**config.mk**
```make
export PLATFORM = sky130hd
export DESIGN_NAME = melody_judge_module_flat
export DESIGN_NICKNAME = d
export VERILOG_FILES = /design/src/rtl/melody_judge_module_if.sv /design/src/rtl/melody_judge_module.sv /design/src/flat_wrapper.sv
export SDC_FILE = /design/constraint.sdc
export NUM_CORES = 1
export LEC_CHECK = 0
export ABC_CLOCK_PERIOD_IN_PS = 3300
export BUFFER_PORTS_ARGS = -buffer_cell sky130_fd_sc_hd__buf_2
export CAP_MARGIN = 20
export CORE_MARGIN = 4
export CORE_UTILIZATION = 50
export DETAILED_ROUTE_END_ITERATION = 6
export PLACE_DENSITY = 0.66
export SYNTH_ARGS = -nofsm -noshare
export SYNTH_HDL_FRONTEND = slang
export SYNTH_SLANG_ARGS = --single-unit
export TNS_END_PERCENT = 30
```
**constraint.sdc**
```tcl
create_clock -name clk -period 3.3 [get_ports clk]
set_input_delay 0.165 -clock clk [delete_from_list [all_inputs] [get_ports clk]]
set_output_delay 0.165 -clock clk [all_outputs]
set_load 0.02 [all_outputs]
```
**src/rtl/melody_judge_module_if.sv**
```systemverilog
// Player-facing bundle of melody_judge_module: raw note keys and the downstream
// busy indication in, verdict pulses and round status out.
interface melody_judge_module_if;
    logic [3:0] key_in;
    logic       busy;
    logic       success;
    logic       fail;
    logic       clear;
    logic [3:0] level;
    logic [3:0] progress;

    modport master (
        output key_in,
        output busy,
        input  success,
        input  fail,
        input  clear,
        input  level,
        input  progress
    );

    modport slave (
        input  key_in,
        input  busy,
        output success,
        output fail,
        output clear,
        output level,
        output progress
    );
endinterface

```
**src/rtl/melody_judge_module.sv**
```systemverilog
// melody_judge_module: debounces four note keys, checks each press against the
// answer melody and reports success/fail/clear pulses for the feedback jingle.
// Input is ignored from a verdict until the jingle has started and finished.
module melody_judge_module #(
    parameter int          DEBOUNCE_CYCLES = 500000,
    parameter int          START_INDEX     = 2,
    parameter int          MAX_INDEX       = 7,
    parameter logic [31:0] MELODY          = 32'h21234321
) (
    input logic                  clk,
    input logic                  reset,
    melody_judge_module_if.slave bus
);

    localparam int              CNT_W       = $clog2(DEBOUNCE_CYCLES) + 1;
    localparam logic [CNT_W-1:0] CNT_LAST   = CNT_W'(DEBOUNCE_CYCLES - 1);
    localparam logic [3:0]      START_LEVEL = 4'(START_INDEX);
    localparam logic [3:0]      MAX_LEVEL   = 4'(MAX_INDEX);

    typedef enum logic [1:0] {
        ACCEPT    = 2'd0,
        WAIT_PLAY = 2'd1,
        WAIT_DONE = 2'd2
    } state_t;

    state_t           state;
    logic [3:0]       sync_1;
    logic [3:0]       sync_2;
    logic [3:0]       stable;
    logic [3:0]       press_evt;
    logic [CNT_W-1:0] db_cnt [4];

    logic [3:0]       note;
    logic [3:0]       expected_note;

    logic             success_r;
    logic             fail_r;
    logic             clear_r;
    logic [3:0]       level_r;
    logic [3:0]       progress_r;

    // Two-flop synchronizer followed by a per-key debouncer; a press event is the
    // single cycle in which a key's accepted level rises.
    always_ff @(posedge clk or posedge reset) begin
        if (reset) begin
            sync_1    <= '0;
            sync_2    <= '0;
            stable    <= '0;
            press_evt <= '0;
            for (int k = 0; k < 4; k++) begin
                db_cnt[k] <= '0;
            end
        end else begin
            sync_1 <= bus.key_in;
            sync_2 <= sync_1;
            for (int k = 0; k < 4; k++) begin
                press_evt[k] <= 1'b0;
                if (sync_2[k] != stable[k]) begin
                    if (db_cnt[k] == CNT_LAST) begin
                        stable[k]    <= sync_2[k];
                        db_cnt[k]    <= '0;
                        press_evt[k] <= sync_2[k];
                    end else begin
                        db_cnt[k] <= db_cnt[k] + CNT_W'(1);
                    end
                end else begin
                    db_cnt[k] <= '0;
                end
            end
        end
    end

    // Decode the press events into a note code; zero or several simultaneous
    // events decode to 0, which never matches a legal melody note.
    always_comb begin
        note = 4'd0;
        unique case (press_evt)
            4'b0001: note = 4'd1;
            4'b0010: note = 4'd2;
            4'b0100: note = 4'd3;
            4'b1000: note = 4'd4;
            default: note = 4'd0;
        endcase
        expected_note = MELODY[{progress_r[2:0], 2'b00} +: 4];
    end

    // Judging state machine: compare notes in ACCEPT, then sit out the jingle
    // by waiting for busy to rise and fall again.
    always_ff @(posedge clk or posedge reset) begin
        if (reset) begin
            state      <= ACCEPT;
            success_r  <= 1'b0;
            fail_r     <= 1'b0;
            clear_r    <= 1'b0;
            level_r    <= START_LEVEL;
            progress_r <= 4'd0;
        end else begin
            success_r <= 1'b0;
            fail_r    <= 1'b0;
            clear_r   <= 1'b0;
            unique case (state)
                ACCEPT: begin
                    if (|press_evt) begin
                        if (note == expected_note) begin
                            if (progress_r < level_r) begin
                                progress_r <= progress_r + 4'd1;
                            end else begin
                                success_r  <= 1'b1;
                                progress_r <= 4'd0;
                                state      <= WAIT_PLAY;
                                if (level_r < MAX_LEVEL) begin
                                    level_r <= level_r + 4'd1;
                                end else begin
                                    level_r <= START_LEVEL;
                                    clear_r <= 1'b1;
                                end
                            end
                        end else begin
                            fail_r     <= 1'b1;
                            progress_r <= 4'd0;
                            state      <= WAIT_PLAY;
                        end
                    end
                end
                WAIT_PLAY: begin
                    if (bus.busy) begin
                        state <= WAIT_DONE;
                    end
                end
                WAIT_DONE: begin
                    if (!bus.busy) begin
                        state <= ACCEPT;
                    end
                end
                default: state <= ACCEPT;
            endcase
        end
    end

    assign bus.success  = success_r;
    assign bus.fail     = fail_r;
    assign bus.clear    = clear_r;
    assign bus.level    = level_r;
    assign bus.progress = progress_r;

endmodule

```
**src/flat_wrapper.sv**
```systemverilog
// flat-port wrapper written by rule: the top's interface ports become plain ports
module melody_judge_module_flat 
#(
    parameter int          DEBOUNCE_CYCLES = 500000,
    parameter int          START_INDEX     = 2,
    parameter int          MAX_INDEX       = 7,
    parameter logic [31:0] MELODY          = 32'h21234321
)
  (clk, reset, bus_key_in, bus_busy, bus_success, bus_fail, bus_clear, bus_level, bus_progress);
  melody_judge_module_if bus_i ();
  input logic clk;
  input logic reset;
  input wire logic [$bits(bus_i.key_in)-1:0] bus_key_in;
  input wire logic [$bits(bus_i.busy)-1:0] bus_busy;
  output wire logic [$bits(bus_i.success)-1:0] bus_success;
  output wire logic [$bits(bus_i.fail)-1:0] bus_fail;
  output wire logic [$bits(bus_i.clear)-1:0] bus_clear;
  output wire logic [$bits(bus_i.level)-1:0] bus_level;
  output wire logic [$bits(bus_i.progress)-1:0] bus_progress;
  assign bus_i.key_in = bus_key_in;
  assign bus_i.busy = bus_busy;
  assign bus_success = bus_i.success;
  assign bus_fail = bus_i.fail;
  assign bus_clear = bus_i.clear;
  assign bus_level = bus_i.level;
  assign bus_progress = bus_i.progress;
  melody_judge_module #(.DEBOUNCE_CYCLES(DEBOUNCE_CYCLES), .START_INDEX(START_INDEX), .MAX_INDEX(MAX_INDEX), .MELODY(MELODY)) u_core (.clk(clk), .reset(reset), .bus(bus_i));
endmodule
```
==> impl_metrics.toml <==
[hold_path]
min_path_cells = 0
hold_path.startpoint = "u_core.sync_1[3]$_DFF_PP0_"
min_to = "u_core.sync_2[3]$_DFF_PP0_"
hp-class = "reg -> reg"

[logic_synthesis]
yosysTopAreaCell = "dfrtp_1"
synthTopCellsByArea = "dfrtp_1, xor2_1, nor2_1, xnor2_1, nand3_1"
synth_edf_count = 0
ys.flop_type = "dfrtp_1"
yosysWarnings = 0
ys_seq_area_frac = 0.528
syn_inst = 504
synth_top_area_frac = 0.523
yosysUniqueCellTypes = 47
async_flop_share = 1.00
syn-cell-area_um2 = 5160
synth_fp_nets = 523
synth_area_per_cell_um2 = 10.2
ys_ff_latch = 109

[cts]
cts.sinks = 109
clk_pin_slew_ns = 0.09
htreeDepth = 3
clk_latency_ns = 0.37
cts_root_buf = "clkbuf_8"
numCtsBuffers = 9
clock_path_buffers = 2
cts_tree = "yes"
cts_resized = 0

[global_route]
grt_pass1_vias = 3417
grt_start_max_net_pins = 63
grt_overflow = 0
grt_pass1_wl_um = 15400
antenna_found_initial = 0
gr-usage-all-layers = 0.160

[floorplanning]
core_um2 = 9910
fp.dieArea_um2 = 12000
start_util = 0.521
ios = 18
rows = 36
die_y_um = 110
die_w_um = 110

[timing]
whs_ns = 0.361
rsz0062_at_grt = "no"
max_slew_margin = 0.484
fin_skew_ns = 0.00820
worstMarginPinSlew_ns = 0.767
hold_violations = 0
setup_viol = 0
drv_slew = 0
post-route-period-util = 0.715
fin_setup_tns_ns = 0
fmax_ghz = 0.424
post-route-min-period_ns = 2.36

[power]
switching_share = 0.216
power_w = 0.00230
comb_power_share = 0.033
ir_worst_vdd_uv = 309
p_int_w = 0.00180
switchingPower_w = 0.000496
pwr-share-seq = 0.595
power.density_nw_per_um2 = 405
clkPwrFrac = 0.372
p_leak_nw = 2.46

[cells_and_area]
diodes = 0
layout.cells.most_common_list = "dfrtp_1, nor2_1, xor2_1"
final_common_cell = "dfrtp_1"
final_area_um2 = 5670
final_nets = 549
multi_input_area_um2 = 2330
nFillCells = 879
drive_gt1_frac = 0.0916
syn_to_final_growth_pct = 9.89
seq_area_um2 = 2730

[worst_setup_path]
rrSetupSlack_ns = 0.94
critPathCaptureType = "register"
path_class = "reg -> reg"
reg2reg_to = "u_core.bus.level[0]$_DFFE_PP0P_"
worstPathMaxFanout = 7
worst-r2r-cell-count = 7
cp-start-kind = "register"
worstPathRequired_ns = 3.55
r2r_start = "u_core.bus.progress[0]$_DFFE_PP0P_"
crit_arrival_ns = 2.61

[routing]
via_count = 3545
drt-total-wl_um = 8750
wl_met1_um = 4200
first_pass_iters = 5
remaining_drc_errors = 0
final_antenna_net_count = 0
wire_per_inst_um = 13.1
vias_per_cell = 5.31
top_layer = "met4"
wl_met2_um = 4200
drtIter0Drc = 178
route.met3.wl_um = 254

[placed_design]
routabilityCongestion = 0.828
dp_hpwl_um = 5970
io_buffers = 17
placed_area_um2 = 5400

[status]
outcome = "complete, no violations"

[flow_run]
maxCapViolCount = 0
-- logic make-up after synthesis --
| kind of cell | synth area share |
|---|---|
| AND/OR/NAND/NOR | 0.246 |
| flip-flops | 0.528 |
| buffers and inverters | 0.0199 |
| XOR/XNOR | 0.131 |
| AO/OA/AOI/OAI | 0.0303 |
| adder cells (fa/ha/maj) | 0.0291 |
| multiplexers | 0.0155 |
-- cell type report --
class,count,area share
multi-input cells,369,0.411
inverters,17,0.0117
flip-flops and latches,109,0.481
clock buffers,10,0.0225
clock inverters,6,0.0154
repair buffers,24,0.0291
well taps,133,0.0293
-- worst max-delay path by stage --
stage                                            start                         endpoint  slack [ns]
finish              u_core.bus.progress[0]$_DFFE_PP0P_  u_core.bus.level[0]$_DFFE_PP0P_        0.94
global route        u_core.bus.progress[0]$_DFFE_PP0P_  u_core.bus.level[0]$_DFFE_PP0P_        0.85
CTS                 u_core.bus.progress[0]$_DFFE_PP0P_  u_core.bus.level[0]$_DFFE_PP0P_        0.93
detailed placement  u_core.bus.progress[0]$_DFFE_PP0P_  u_core.bus.level[0]$_DFFE_PP0P_        0.94
global placement    u_core.bus.progress[0]$_DFFE_PP0P_  u_core.bus.level[0]$_DFFE_PP0P_        1.05
floorplan                                        reset       u_core.bus.clear$_DFF_PP0_        0.26
-- metal layers --
metal / vias to the layer above / track usage
met4: 0 / 0.0321
met3: 9 / 0.0458
met2: 41 / 0.256
li1: 1764 / -
met5: - / 0
met1: 1731 / 0.218
-- flip-flops by register name (all words and copies together) (netlist names) --
register	count
u_core.sync_2	4
u_core.bus.success	1
u_core.press_evt	4
u_core.sync_1	4
u_core.bus.clear	1
u_core.bus.level	4
u_core.state	2
u_core.stable	4
u_core.bus.progress	4
u_core.bus.fail	1
u_core.db_cnt	80
-- per-stage QoR --
stage	utilization	std cells	setup slack, ns
floorplan	-	504	0.263
global placement	0.545	646	1.05
detailed placement	0.545	646	0.943
CTS	0.573	668	0.934
global route	0.573	668	0.854
finish	0.573	668	0.940
-- what timing repair did --
| action | 4_1_cts | 5_1_grt |
|---|---|---|
| endpoints found under the hold margin | 51 | 0 |
| buffers inserted | 0 | 0 |
| hold buffers | 6 | 0 |
-- power groups by stage --
stage	Combinational [W]	Clock [W]	Sequential (W)
final	0.0000770	0.000855	0.00137
after global routing	0.0000911	0.000944	0.00137
after CTS	0.0000807	0.000888	0.00137
after detailed placement	0.0000747	0	0.00139
after global placement	0.0000736	0	0.00139
after floorplan	0.0000561	0	0.00139
-- worst max-delay path: stages, from the launching register on --
cell and delay, ns:
dfrtp_1 0.45, inv_1 0.11, ha_1 0.17, nor2_1 0.06, or3_4 0.37, a2111oi_4 0.58
nand3_4 0.17, mux2_4 0.33
-- synthesized netlist by cell type (2+ instances only) --
master	instances
a21oi_1	3
o31ai_1	2
mux2_2	4
mux2i_1	2
nand3_1	31
nand3b_1	2
buf_2	4
nand2_1	31
and4_1	8
nor4bb_1	3
or2_2	3
o2bb2ai_1	2
nor2b_1	2
and3_1	6
clkbuf_1	4
xnor2_1	31
dfrtp_1	108
nand4_1	22
o21ai_0	4
and3b_1	2
nor2_1	102
inv_1	17
nor4_1	6
ha_1	12
or3_1	4
nor4b_1	4
o22ai_1	2
nand2b_1	7
xor2_1	46
nor3b_1	2
nor3_1	12
Note: power is estimated with default switching activity, not from simulation.
